`src/rtl/frame_capture_writer.sv`:
```
// Camera byte stream to RGB565 frame-buffer writer with per-frame integrity report.
// Optional FRAME_SKIP_EN: capture only every other frame (odd frames pass through silently).
`timescale 1ns/1ps

module frame_capture_writer #(
    parameter int IMAGE_WIDTH  = 320,
    parameter int IMAGE_HEIGHT = 240,
    parameter int ADDR_BITS    = $clog2(IMAGE_WIDTH*IMAGE_HEIGHT)
) (
    input  logic                 clk,
    input  logic                 rst_n,
    input  logic                 vsync,
    input  logic                 href,
    input  logic                 pix_valid,
    input  logic [7:0]           pix_data,
    output logic [ADDR_BITS-1:0] wraddress,
    output logic [15:0]          wrdata,
    output logic                 wren,
    output logic                 frame_done,
    output logic                 frame_ok
);

    localparam int COL_BITS = $clog2(IMAGE_WIDTH + 1);
    localparam int ROW_BITS = $clog2(IMAGE_HEIGHT + 2);

    localparam logic [COL_BITS-1:0]  COL_FULL  = COL_BITS'(IMAGE_WIDTH);
    localparam logic [ROW_BITS-1:0]  ROW_FULL  = ROW_BITS'(IMAGE_HEIGHT);
    localparam logic [ROW_BITS-1:0]  ROW_LAST  = ROW_BITS'(IMAGE_HEIGHT - 1);
    localparam logic [ROW_BITS-1:0]  ROW_SAT   = ROW_BITS'(IMAGE_HEIGHT + 1);
    localparam logic [ADDR_BITS-1:0] LINE_STEP = ADDR_BITS'(IMAGE_WIDTH);

    localparam logic [1:0] ST_IDLE    = 2'd0;
    localparam logic [1:0] ST_SYNC    = 2'd1;
    localparam logic [1:0] ST_CAPTURE = 2'd2;

    logic [1:0]           state, state_n;
    logic                 vsync_q, href_q;
    logic [COL_BITS-1:0]  col, col_n;
    logic [ROW_BITS-1:0]  row, row_n;
    logic [ADDR_BITS-1:0] line_base, line_base_n;
    logic                 phase, phase_n;
    logic [7:0]           hi_byte, hi_byte_n;
    logic                 err, err_n;
    logic [ADDR_BITS-1:0] wraddress_n;
    logic [15:0]          wrdata_n;
    logic                 wren_n, frame_done_n, frame_ok_n;
    logic                 capture_en;

    logic vsync_rise, vsync_fall, href_fall, frame_end;
    assign vsync_rise = vsync & ~vsync_q;
    assign vsync_fall = ~vsync & vsync_q;
    assign href_fall  = ~href & href_q;
    assign frame_end  = (state == ST_CAPTURE) && vsync_rise;

`ifdef FRAME_SKIP_EN
    logic odd_frame;
    assign capture_en = ~odd_frame;

    always_ff @(posedge clk or negedge rst_n) begin
        if (!rst_n)
            odd_frame <= 1'b0;
        else if (frame_end)
            odd_frame <= ~odd_frame;
    end
`else
    assign capture_en = 1'b1;
`endif

    // Within one cycle the order is: pixel pairing, line close, frame end.
    always_comb begin
        // NOTE: every output of this block gets a default first so no path leaves it unassigned (no latch).
        state_n      = state;
        col_n        = col;
        row_n        = row;
        line_base_n  = line_base;
        phase_n      = phase;
        hi_byte_n    = hi_byte;
        err_n        = err;
        wraddress_n  = wraddress;
        wrdata_n     = wrdata;
        wren_n       = 1'b0;
        frame_done_n = 1'b0;
        frame_ok_n   = frame_ok;

        case (state)
            ST_IDLE: begin
                if (vsync_rise)
                    state_n = ST_SYNC;
            end

            ST_SYNC: begin
                if (vsync_fall) begin
                    state_n     = ST_CAPTURE;
                    col_n       = '0;
                    row_n       = '0;
                    line_base_n = '0;
                    phase_n     = 1'b0;
                    err_n       = 1'b0;
                end
            end

            ST_CAPTURE: begin
                if (pix_valid && href) begin
                    if (!phase) begin
                        hi_byte_n = pix_data;
                        phase_n   = 1'b1;
                    end else begin
                        phase_n = 1'b0;
                        if (col < COL_FULL && row < ROW_FULL) begin
                            wren_n      = capture_en;
                            wraddress_n = line_base + ADDR_BITS'(col);
                            wrdata_n    = {hi_byte, pix_data};
                            col_n       = col + 1'b1;
                        end else begin
                            err_n = 1'b1;
                        end
                    end
                end

                if (href_fall) begin
                    if (col != '0) begin
                        if (row != ROW_SAT)
                            row_n = row + 1'b1;
                        // Base stops at the last stored line so it never leaves the buffer.
                        if (row < ROW_LAST)
                            line_base_n = line_base + LINE_STEP;
                    end
                    if (col != COL_FULL || phase)
                        err_n = 1'b1;
                    col_n   = '0;
                    phase_n = 1'b0;
                end

                if (vsync_rise) begin
                    if (col_n != '0 || phase_n)
                        err_n = 1'b1;
                    col_n   = '0;
                    phase_n = 1'b0;
                    state_n = ST_SYNC;
                    if (capture_en) begin
                        frame_done_n = 1'b1;
                        frame_ok_n   = (row_n == ROW_FULL) && !err_n;
                    end
                end
            end

            default: state_n = ST_IDLE;
        endcase
    end

    // NOTE: sequential state uses non-blocking assignments so all flops update together at the edge.
    always_ff @(posedge clk or negedge rst_n) begin
        if (!rst_n) begin
            state      <= ST_IDLE;
            vsync_q    <= 1'b0;
            href_q     <= 1'b0;
            col        <= '0;
            row        <= '0;
            line_base  <= '0;
            phase      <= 1'b0;
            hi_byte    <= '0;
            err        <= 1'b0;
            wraddress  <= '0;
            wrdata     <= '0;
            wren       <= 1'b0;
            frame_done <= 1'b0;
            frame_ok   <= 1'b0;
        end else begin
            state      <= state_n;
            vsync_q    <= vsync;
            href_q     <= href;
            col        <= col_n;
            row        <= row_n;
            line_base  <= line_base_n;
            phase      <= phase_n;
            hi_byte    <= hi_byte_n;
            err        <= err_n;
            wraddress  <= wraddress_n;
            wrdata     <= wrdata_n;
            wren       <= wren_n;
            frame_done <= frame_done_n;
            frame_ok   <= frame_ok_n;
        end
    end

endmodule

```
`config.mk`:
```
export PLATFORM = sky130hd
export DESIGN_NAME = frame_capture_writer
export DESIGN_NICKNAME = d
export VERILOG_FILES = /design/src/rtl/frame_capture_writer.sv
export SDC_FILE = /design/constraint.sdc
export NUM_CORES = 1
export LEC_CHECK = 0
export CORE_MARGIN = 10
export CORE_UTILIZATION = 55
export CTS_CLUSTER_DIAMETER = 30
export CTS_CLUSTER_SIZE = 12
export DETAILED_ROUTE_END_ITERATION = 10
export DONT_BUFFER_PORTS = 1
export PLACE_DENSITY = 0.79
export SYNTH_ARGS = -nofsm -noshare
export SYNTH_HDL_FRONTEND = slang
export SYNTH_SLANG_ARGS = --single-unit
```
`constraint.sdc`:
```
create_clock -name clk -period 2.7 [get_ports clk]
set_input_delay 0.54 -clock clk [delete_from_list [all_inputs] [get_ports clk]]
set_output_delay 0.54 -clock clk [all_outputs]
set_load 0.1 [all_outputs]
```
After elaboration in Yosys (flattened, before gate mapping) --
Index checks and enable logic that the tools add are counted.
Storage, ports and cells: bits of input ports 13, word-level logic and storage cells 100, output and inout bits 36, register bits 84
Operators by class: bitwise gates (word level) 7, magnitude comparators 3, add/sub/neg operators 4, mux-type cells 45, reductions and logical operators 17, equality and inequality tests 10
Operator list (count):
- two-way mux 17 bit | 4
- two-way mux 9 bit | 7
- two-way mux 8 bit | 5
- one-hot mux 17 bit (2 select lines) | 1
- two-way mux 1 bit | 21
- one-hot mux 9 bit (2 select lines) | 1
- nonzero test 9 bit | 2
- adder 17 x 9 -> 17 bit | 1
- adder 17 x 9 -> 17 bit, second input constant | 1
- < comparator 8 bit, second input constant | 2
- one-hot mux 8 bit (2 select lines) | 1
- adder 9 x 1 -> 9 bit, second input constant | 1
- < comparator 9 bit, second input constant | 1
- inequality test 9 bit, second input constant | 1
- adder 8 x 1 -> 8 bit, second input constant | 1
- == test 8 bit, second input constant | 1
- inequality test 8 bit, second input constant | 1
- inequality test 2 x 1 -> 1 bit, second input constant | 3
- AND reduction 2 bit | 3
- AND reduction 5 bit | 1
- two-way mux 2 bit | 2
- inequality test 2 bit, second input constant | 2
- NOT 1 bit | 4
- one-hot mux 1 bit (2 select lines) | 2
- other kinds (12) | 17

Depth between registers and ports, before layout --
Gate-level depths: netlist (run 1).
depth after elaboration 14, gate-level depth with buffers 9, depth with buffers taken out 8

Worst setup path after synthesis (run 1) --
Ideal clock, no wire load.
path kind reg-to-reg, start point register col[0], end point register frame_ok, data arrival time 2.033 ns, clock period less this slack 2.104 ns, required time 2.629 ns, slack 0.596 ns, cell stages (with the launch flop) 9, library setup time 0.071 ns, path buffers 0, cells stage by stage dfrtp_1 inv_1 ha_1 nor4b_4 a31oi_1 a211oi_2 or4b_1 a311oi_2 a32o_1
On the way: cells in the longest elaborated chain, start to end 14, elaborated cells between the ends (all ways) 27, classes of those cells add/sub: 1; order compare: 1; eq/ne: 2; mux: 16; reduce/logical: 7
Ends and longest elaborated chain:
- start: declaration | RTL line 38 | logic [COL_BITS-1:0] col, col_n;
- start signal: assignment | RTL line 172 | col <= col_n;
- < comparator 9 bit | RTL line 109 | if (col < COL_FULL && row < ROW_FULL) begin
- logical AND 1 bit | RTL line 109
- two-way mux 9 bit | RTL line 109
- two-way mux 9 bit | RTL line 104 | if (!phase) begin
- two-way mux 9 bit | RTL line 103 | if (pix_valid && href) begin
- two-way mux 9 bit | RTL line 120 | if (href_fall) begin
- two-way mux 9 bit | RTL line 85 | case (state)
- nonzero test 9 bit | RTL line 135 | if (col_n != '0 || phase_n)
- logical OR 1 bit | RTL line 135
- two-way mux 1 bit | RTL line 135
- two-way mux 1 bit | RTL line 134 | if (vsync_rise) begin
- two-way mux 1 bit | RTL line 85
- logical NOT 1 bit | RTL line 142 | frame_ok_n = (row_n == ROW_FULL) && !err_n;
- logical AND 1 bit * | RTL line 142
- end signal: assignment | RTL line 182 | frame_ok <= frame_ok_n;
- end: declaration | RTL line 20 | output logic frame_ok
Mark *: on every way between the ends. The rest lies on a longest branch, timed or not. The select of a mux whose other input is x is not followed. A chain may end at the register's enable or synchronous reset.

Worst setup path in the final report (run 1) --
start point register col[1], end point register frame_ok
Same word-level chain as after synthesis.

==> qor.csv, run 1 <==
metric,value,unit
die height,104,um
Mean Syn Cell Area,10.5,sq um
Worst EP arrival,2670,ps
Post-CTS Setup Bufs,0,
# rows,30,
top_reg_cell synth,dfrtp_1,
Fin. Hold Viols,0,
run status,finished clean,
post-cts resize count,0,
Initial Util,0.569,
Post-Synth Adder-Cell Area,0.0320,
Antenna Cells,0,
"wirelength, routed",8250,um
initial antenna violation count,0,
"Distinct cells, synth",50,
worst reg-to-reg path cell count,8,
Worst R2R Setup Slack,320,ps
die area,10900,sq um
share of layout cells above drive strength 1,0.159,
DR DRC count,0,
CTS tree,built,
data required time of the worst path,2990,ps
crit path kind,reg2reg,
clk buf depth,2,
Seq pwr share,0.573,
R2R Path End,frame_ok,
clock sinks,78,
Simple-Gate Fraction of Synth Area,0.165,
Core ar.,6870,sq um
largest family of logic cells by synthesized area,simple AND/OR/NAND/NOR gates,
Via density,6.06,
Post-synth EDFFs,0,
Switching Fraction,0.377,
number of synthesized register bits,78,
final setup violating endpoints,0,
design area,4210,sq um
worst slew pin tran,950,ps
minimum clock period after layout,2380,ps
GRT Overall Usage,0.150,
total grt overflow,0,
"CTS clk-pin slew, worst paths",90,ps
Post-Place Cell Area,3980,sq um
vias in the first global route,2690,
syn nets,396,
Sw Pwr,1160,uW
CP max FO,5,
Post-DRT Antenna Nets,0,
post-route clock skew,9.05,ps
Leakage,0.00191,uW
GP Congestion,0.908,
HP Class,in2async,
area growth from synthesis to layout,7.65,%
number of buffers created by CTS,9,
Fmax,0.420,GHz
fill count,562,
Post-CTS Hold Buffers,1,
RR Startpoint,col[1],
H-Tree Depth,3,
port bufs,0,
setup_tns,0,ps
DP Wirelength,5770,um
Synth Instances,373,
pwr dens,734,nW/um^2
Clock Latency Late Sink,360,ps
peak supply drop,0.000373,V
"Cell Area, Synth",3910,sq um
Layout Nets,395,
Initial DRC Count,186,
asr flop ratio synth,1.00,
Ports,49,
sequential share of the synthesized area,0.499,
vias,2865,
multiplexer area fraction after synthesis,0.0909,
crit share post-route,0.881,
largest net degree at the start of global routing,79,
Clk network pwr share,0.292,
Die W,104,um
YS warnings,0,
crit path from,col[1],
wire length per cell,17.5,um
Setup crit start kind,register,
unrepaired setup endpoints after global routing,false,
share of total power in combinational logic,0.135,
Worst Setup End Kind,register,
Initial DRT Pass Iterations,4,
Setup crit end,frame_ok,
Internal,1920,uW
MaxCap Viol Count,0,
CTS Root Cell,clkbuf_8,
pins over their slew limit,0,
Slew headroom,0.367,
post-synthesis compound-gate area fraction,0.136,
first-pass GRT wire length,13600,um
Post-Synth XOR/XNOR Area,0.0426,
## final cells by class
type | instances | area [sq um] | area share
Clock buffer | 9 | 124 | 0.0294
Tap cell | 96 | 120 | 0.0285
Clock inverter | 7 | 78.8 | 0.0187
Sequential cell | 78 | 1950 | 0.464
Inverter | 10 | 37.5 | 0.00892
Multi-Input combinational cell | 266 | 1820 | 0.433
Timing Repair Buffer | 7 | 72.6 | 0.0172
## flip-flops by register name (all words and copies together), names as in the netlist
signal,count
wraddress,17
wrdata,16
line_base,11
col,9
hi_byte,8
row,8
state,2
err,1
frame_done,1
frame_ok,1
href_q,1
phase,1
vsync_q,1
wren,1
## Yosys cell counts (2+ instances only)
cell | number | share of area
xor2_1 | 4 | 0.0090
nor2b_1 | 5 | 0.0080
and4_1 | 2 | 0.0045
nor4_1 | 4 | 0.0064
nand2b_1 | 6 | 0.0096
a22o_1 | 4 | 0.0090
a21oi_1 | 15 | 0.019
clkbuf_1 | 11 | 0.011
o22ai_1 | 3 | 0.0048
buf_2 | 5 | 0.0064
mux2i_1 | 4 | 0.010
o31ai_1 | 5 | 0.0096
mux2_2 | 28 | 0.081
or2_2 | 2 | 0.0032
nor3_1 | 6 | 0.0077
a31oi_1 | 3 | 0.0048
o21ai_0 | 36 | 0.046
buf_6 | 2 | 0.0058
nand2_1 | 32 | 0.031
ha_1 | 10 | 0.032
xnor2_1 | 15 | 0.034
nand3_1 | 12 | 0.015
nor2_1 | 24 | 0.023
a211oi_1 | 2 | 0.0038
nand4_1 | 9 | 0.014
inv_1 | 10 | 0.0096
or4b_1 | 2 | 0.0051
and3_1 | 8 | 0.013
and2_1 | 2 | 0.0032
or3_1 | 5 | 0.0080
dfrtp_1 | 78 | 0.50
## power by group through the flow
| stage | sequential, uW | clock [uW] | combinational (uW) |
|---|---|---|---|
| floorplan | 1760 | 0 | 303 |
| global placement | 1780 | 0 | 369 |
| detailed placement | 1790 | 0 | 389 |
| CTS | 1770 | 918 | 420 |
| global route | 1790 | 957 | 464 |
| finish | 1770 | 901 | 416 |
## cells by family (layout without fill, tap and decap cells)
family | after synthesis | in the layout
fa+ha+maj | 10 | 10
buf+inv | 29 | 33
mux | 32 | 32
flops | 78 | 78
compound gates | 83 | 83
xor+xnor | 19 | 19
simple gates | 122 | 122
## critical path, cell delays in order (launching register included)
cell and delay (ps):
dfrtp_1 420, inv_1 170, ha_1 200, nor4b_4 280, a31oi_1 150, a211oi_2 260, or4b_1 470, a311oi_2 190
a32o_1 190
## worst min-delay path by stage
stage	startpoint	to	slack [ps]	cells after the start
after floorplan	rst_n	col[0]	240	0
after global placement	rst_n	wrdata[9]	250	0
after detailed placement	rst_n	wrdata[14]	250	0
after CTS	rst_n	wrdata[9]	70	1
after global routing	rst_n	wrdata[14]	90	1
final	rst_n	wrdata[14]	70	1
## metal layers
layer	wire, um	vias up	track usage
met2	4030	98	0.248
met4	71	0	0.0507
li1	-	1345	-
met1	3550	1415	0.180
met3	608	7	0.0458
met5	0	-	0
## per-stage QoR
step                cells  worst slack, ps  hold slack, ps  power, uW  utilization
floorplan             373              596             244       2060            -
global placement      456              387             247       2150        0.579
detailed placement    456              341             247       2180        0.579
CTS                   473              346            73.7       3110        0.613
global route          473              105            89.5       3210        0.613
finish                473              320            73.5       3090        0.613
## cells in the final DEF (no fill, tap or decap), drive strengths merged, types with 2 or more instances in the layout
cell type and count:
a211oi 3, a21oi 16, a22o 4, a31oi 3, and2 2, and3 8
and4 2, buf 7, clkbuf 9, clkinv 2, dfrtp 78, ha 10
inv 14, mux2 28, mux2i 4, nand2 32, nand2b 6, nand3 12
nand4 10, nor2 24, nor2b 5, nor3 6, nor4 4, nor4b 2
o21ai 37, o22ai 3, o31ai 5, or2 2, or3 5, or4b 2
xnor2 15, xor2 4
(Power assumes the default switching activity.)
==> run 2, diff against run 1 <==
--- a/config.mk
+++ b/config.mk
@@ -5,13 +5,13 @@
 export SDC_FILE = /design/constraint.sdc
 export NUM_CORES = 1
 export LEC_CHECK = 0
-export CORE_MARGIN = 10
 export CORE_UTILIZATION = 55
 export CTS_CLUSTER_DIAMETER = 30
 export CTS_CLUSTER_SIZE = 12
 export DETAILED_ROUTE_END_ITERATION = 10
 export DONT_BUFFER_PORTS = 1
-export PLACE_DENSITY = 0.79
+export PLACE_DENSITY = 0.82
 export SYNTH_ARGS = -nofsm -noshare
 export SYNTH_HDL_FRONTEND = slang
 export SYNTH_SLANG_ARGS = --single-unit
+export TNS_END_PERCENT = 100
==> constraint.sdc (replaced) <==
create_clock -name clk -period 2.09 [get_ports clk]
set_input_delay 0.418 -clock clk [delete_from_list [all_inputs] [get_ports clk]]
set_output_delay 0.418 -clock clk [all_outputs]
set_load 0.1 [all_outputs]
==> run 2 against run 1 <==
Effect of this change: design area increased by 10%; clock power increased by 42%; utilization increased by 6.5 points; highest routed layer unchanged; register-to-register slack got worse by 410 ps; count of clock-buffer cells in the layout increased by 2; the flow now finishes with violations (hold timing, setup timing); clock skew increased by 0.73 ps; setup slack got worse by 410 ps; maximum frequency increased by 9.1%; sequential cell count unchanged; critical path depth increased by 1; sequential share of layout area decreased by 4.2 points; global-route usage increased by 9.5 points.
==> qor.csv, run 2 (synthesis results as in run 1) <==
metric,value,unit,change
Fmax,0.459,GHz,was 0.420 GHz
MaxCap Viol Count,0,,unchanged
largest net degree at the start of global routing,79,,unchanged
GRT Overall Usage,0.245,,was 0.150
worst reg-to-reg path cell count,9,,was 8
initial antenna violation count,0,,unchanged
vias,3102,,"was 2,865"
area growth from synthesis to layout,18.5,%,was 7.65%
Initial Util,0.572,,was 0.569
vias in the first global route,2967,,"was 2,690"
HP Class,in2async,,unchanged
"most common cell after layout, fill and taps aside",dfrtp_1,,unchanged
minimum clock period after layout,2180,ps,was 2380 ps
Largest regs,"wraddress: 17 flops, wrdata: 16 flops, line_base: 11 flops",,unchanged
GP Congestion,0.924,,was 0.908
R2R Path End,frame_ok,,unchanged
total grt overflow,0,,unchanged
Core ar.,6830,sq um,was 6870 sq um
number of buffers created by CTS,9,,unchanged
run status,finished with violations,,was finished clean
data required time of the worst path,2390,ps,was 2990 ps
number of flip-flops under the largest register name,17,,unchanged
"CTS clk-pin slew, worst paths",90,ps,about the same
# rows,30,,unchanged
Ports,49,,unchanged
Post-DRT Antenna Nets,0,,unchanged
Die W,86.3,um,was 104 um
hold slack,-252,ps,was 73.5 ps
CTS tree,built,,unchanged
setup ws final,-90.9,ps,was 320 ps
post-route clock skew,9.78,ps,was 9.05 ps
wire length per cell,16.7,um,was 17.5 um
clock sinks,78,,unchanged
Initial DRC Count,165,,was 186
Worst Setup End Kind,register,,unchanged
Leakage,0.00216,uW,was 0.00191 uW
clk buf depth,2,,unchanged
crit path from,col[0],,was col[1]
Setup crit start kind,register,,unchanged
Via density,5.98,,was 6.06
placed insts,501,,was 456
unrepaired setup endpoints after global routing,true,,was false
pins over their slew limit,0,,unchanged
Fin. Hold Viols,78,,was 0
crit share post-route,1.04,,was 0.881
Worst R2R Setup Slack,-90,ps,was 320 ps
pwr dens,891,nW/um^2,was 734 nW/um^2
DP Wirelength,5860,um,was 5770 um
Slew headroom,0.367,,about the same
failing checks,"hold timing, setup timing",,
first-pass GRT wire length,14000,um,"was 13,600 um"
peak supply drop,0.000478,V,was 0.000373 V
final setup violating endpoints,2,,was 0
Finished Layout Cells,519,,was 473
port bufs,0,,unchanged
crit path kind,reg2reg,,unchanged
DR DRC count,0,,unchanged
CP max FO,7,,was 5
"wirelength, routed",8670,um,was 8250 um
Initial DRT Pass Iterations,4,,unchanged
Worst EP arrival,2480,ps,was 2670 ps
Layout Nets,441,,was 395
die area,7450,sq um,"was 10,900 sq um"
Antenna Cells,0,,unchanged
most frequent cells in the layout,"76 x dfrtp_1, 52 x buf_4, 36 x o21ai_0, 32 x nand2_1, 28 x mux2_2",,"was 78 x dfrtp_1, 36 x o21ai_0, 32 x nand2_1, 28 x mux2_2, 24 x nor2_1"
Clock Latency Late Sink,370,ps,was 360 ps
design area,4630,sq um,was 4210 sq um
RR Startpoint,col[0],,was col[1]
Post-Place Cell Area,4330,sq um,was 3980 sq um
H-Tree Depth,3,,unchanged
worst slew pin tran,950,ps,about the same
share of layout cells above drive strength 1,0.281,,was 0.159
register with the most flip-flops,wraddress,,unchanged
CTS Root Cell,clkbuf_8,,unchanged
die height,86.3,um,was 104 um
## run 2: cell type report
type	count	area, sq um
Inverter	10	37.5
Sequential cell	78	1950
Fill cell	480	2200
Tap cell	96	120
Clock inverter	5	82.6
Multi-Input combinational cell	266	1890
Timing Repair Buffer	53	410
Clock buffer	11	141
## run 2: how the worst max path moves through the flow
stage	to	slack, ps	cells after the start
after detailed placement	frame_ok	-70	8
after global routing	frame_ok	-220	8
final	frame_ok	-90	9
after floorplan	frame_ok	20	8
after global placement	frame_ok	4	7
after CTS	frame_ok	-70	8
## run 2: routing by layer
layer  up-vias  wire length [um]  track usage
met1      1531              3620        0.314
li1       1430                 -            -
met4         0               220        0.115
met5         -                 0            0
met3        22               497       0.0581
met2       119              4330        0.392
## run 2: where the power goes
part	internal (uW)	switching [uW]	total (uW)
Sequential	1680	584	2260
Clock	708	573	1280
Combinational	282	301	583
## run 2: repair_timing
item                       4_1_cts  5_1_grt
setup endpoints to repair        5       17
pin swaps                        4        2
gates resized for setup          6       10
hold endpoints to repair        78       78
setup buffers                    1        1
## run 2: metrics by stage
stage | hold WS (ps) | worst slack [ps] | setup TNS [ps] | total power, uW | utilization
2_1_floorplan | 122 | 23.3 | 0 | 2670 | -
3_3_place_gp | 124 | 4.36 | 0 | 2830 | 0.634
3_5_place_dp | 124 | -72.9 | -72.9 | 2860 | 0.634
4_1_cts | -269 | -74.6 | -74.6 | 4130 | 0.671
5_1_grt | -276 | -221 | -1170 | 4280 | 0.678
6_report | -252 | -90.9 | -111 | 4130 | 0.678
## run 2: worst max-delay path: stages, from the launching register on
cell and delay [ps]:
dfrtp_1 390, inv_2 50, ha_1 190, nor4b_4 130, a21oi_2 290, buf_4 210, and4_1 240, xnor2_1 80
a211oi_1 290, a32o_1 240
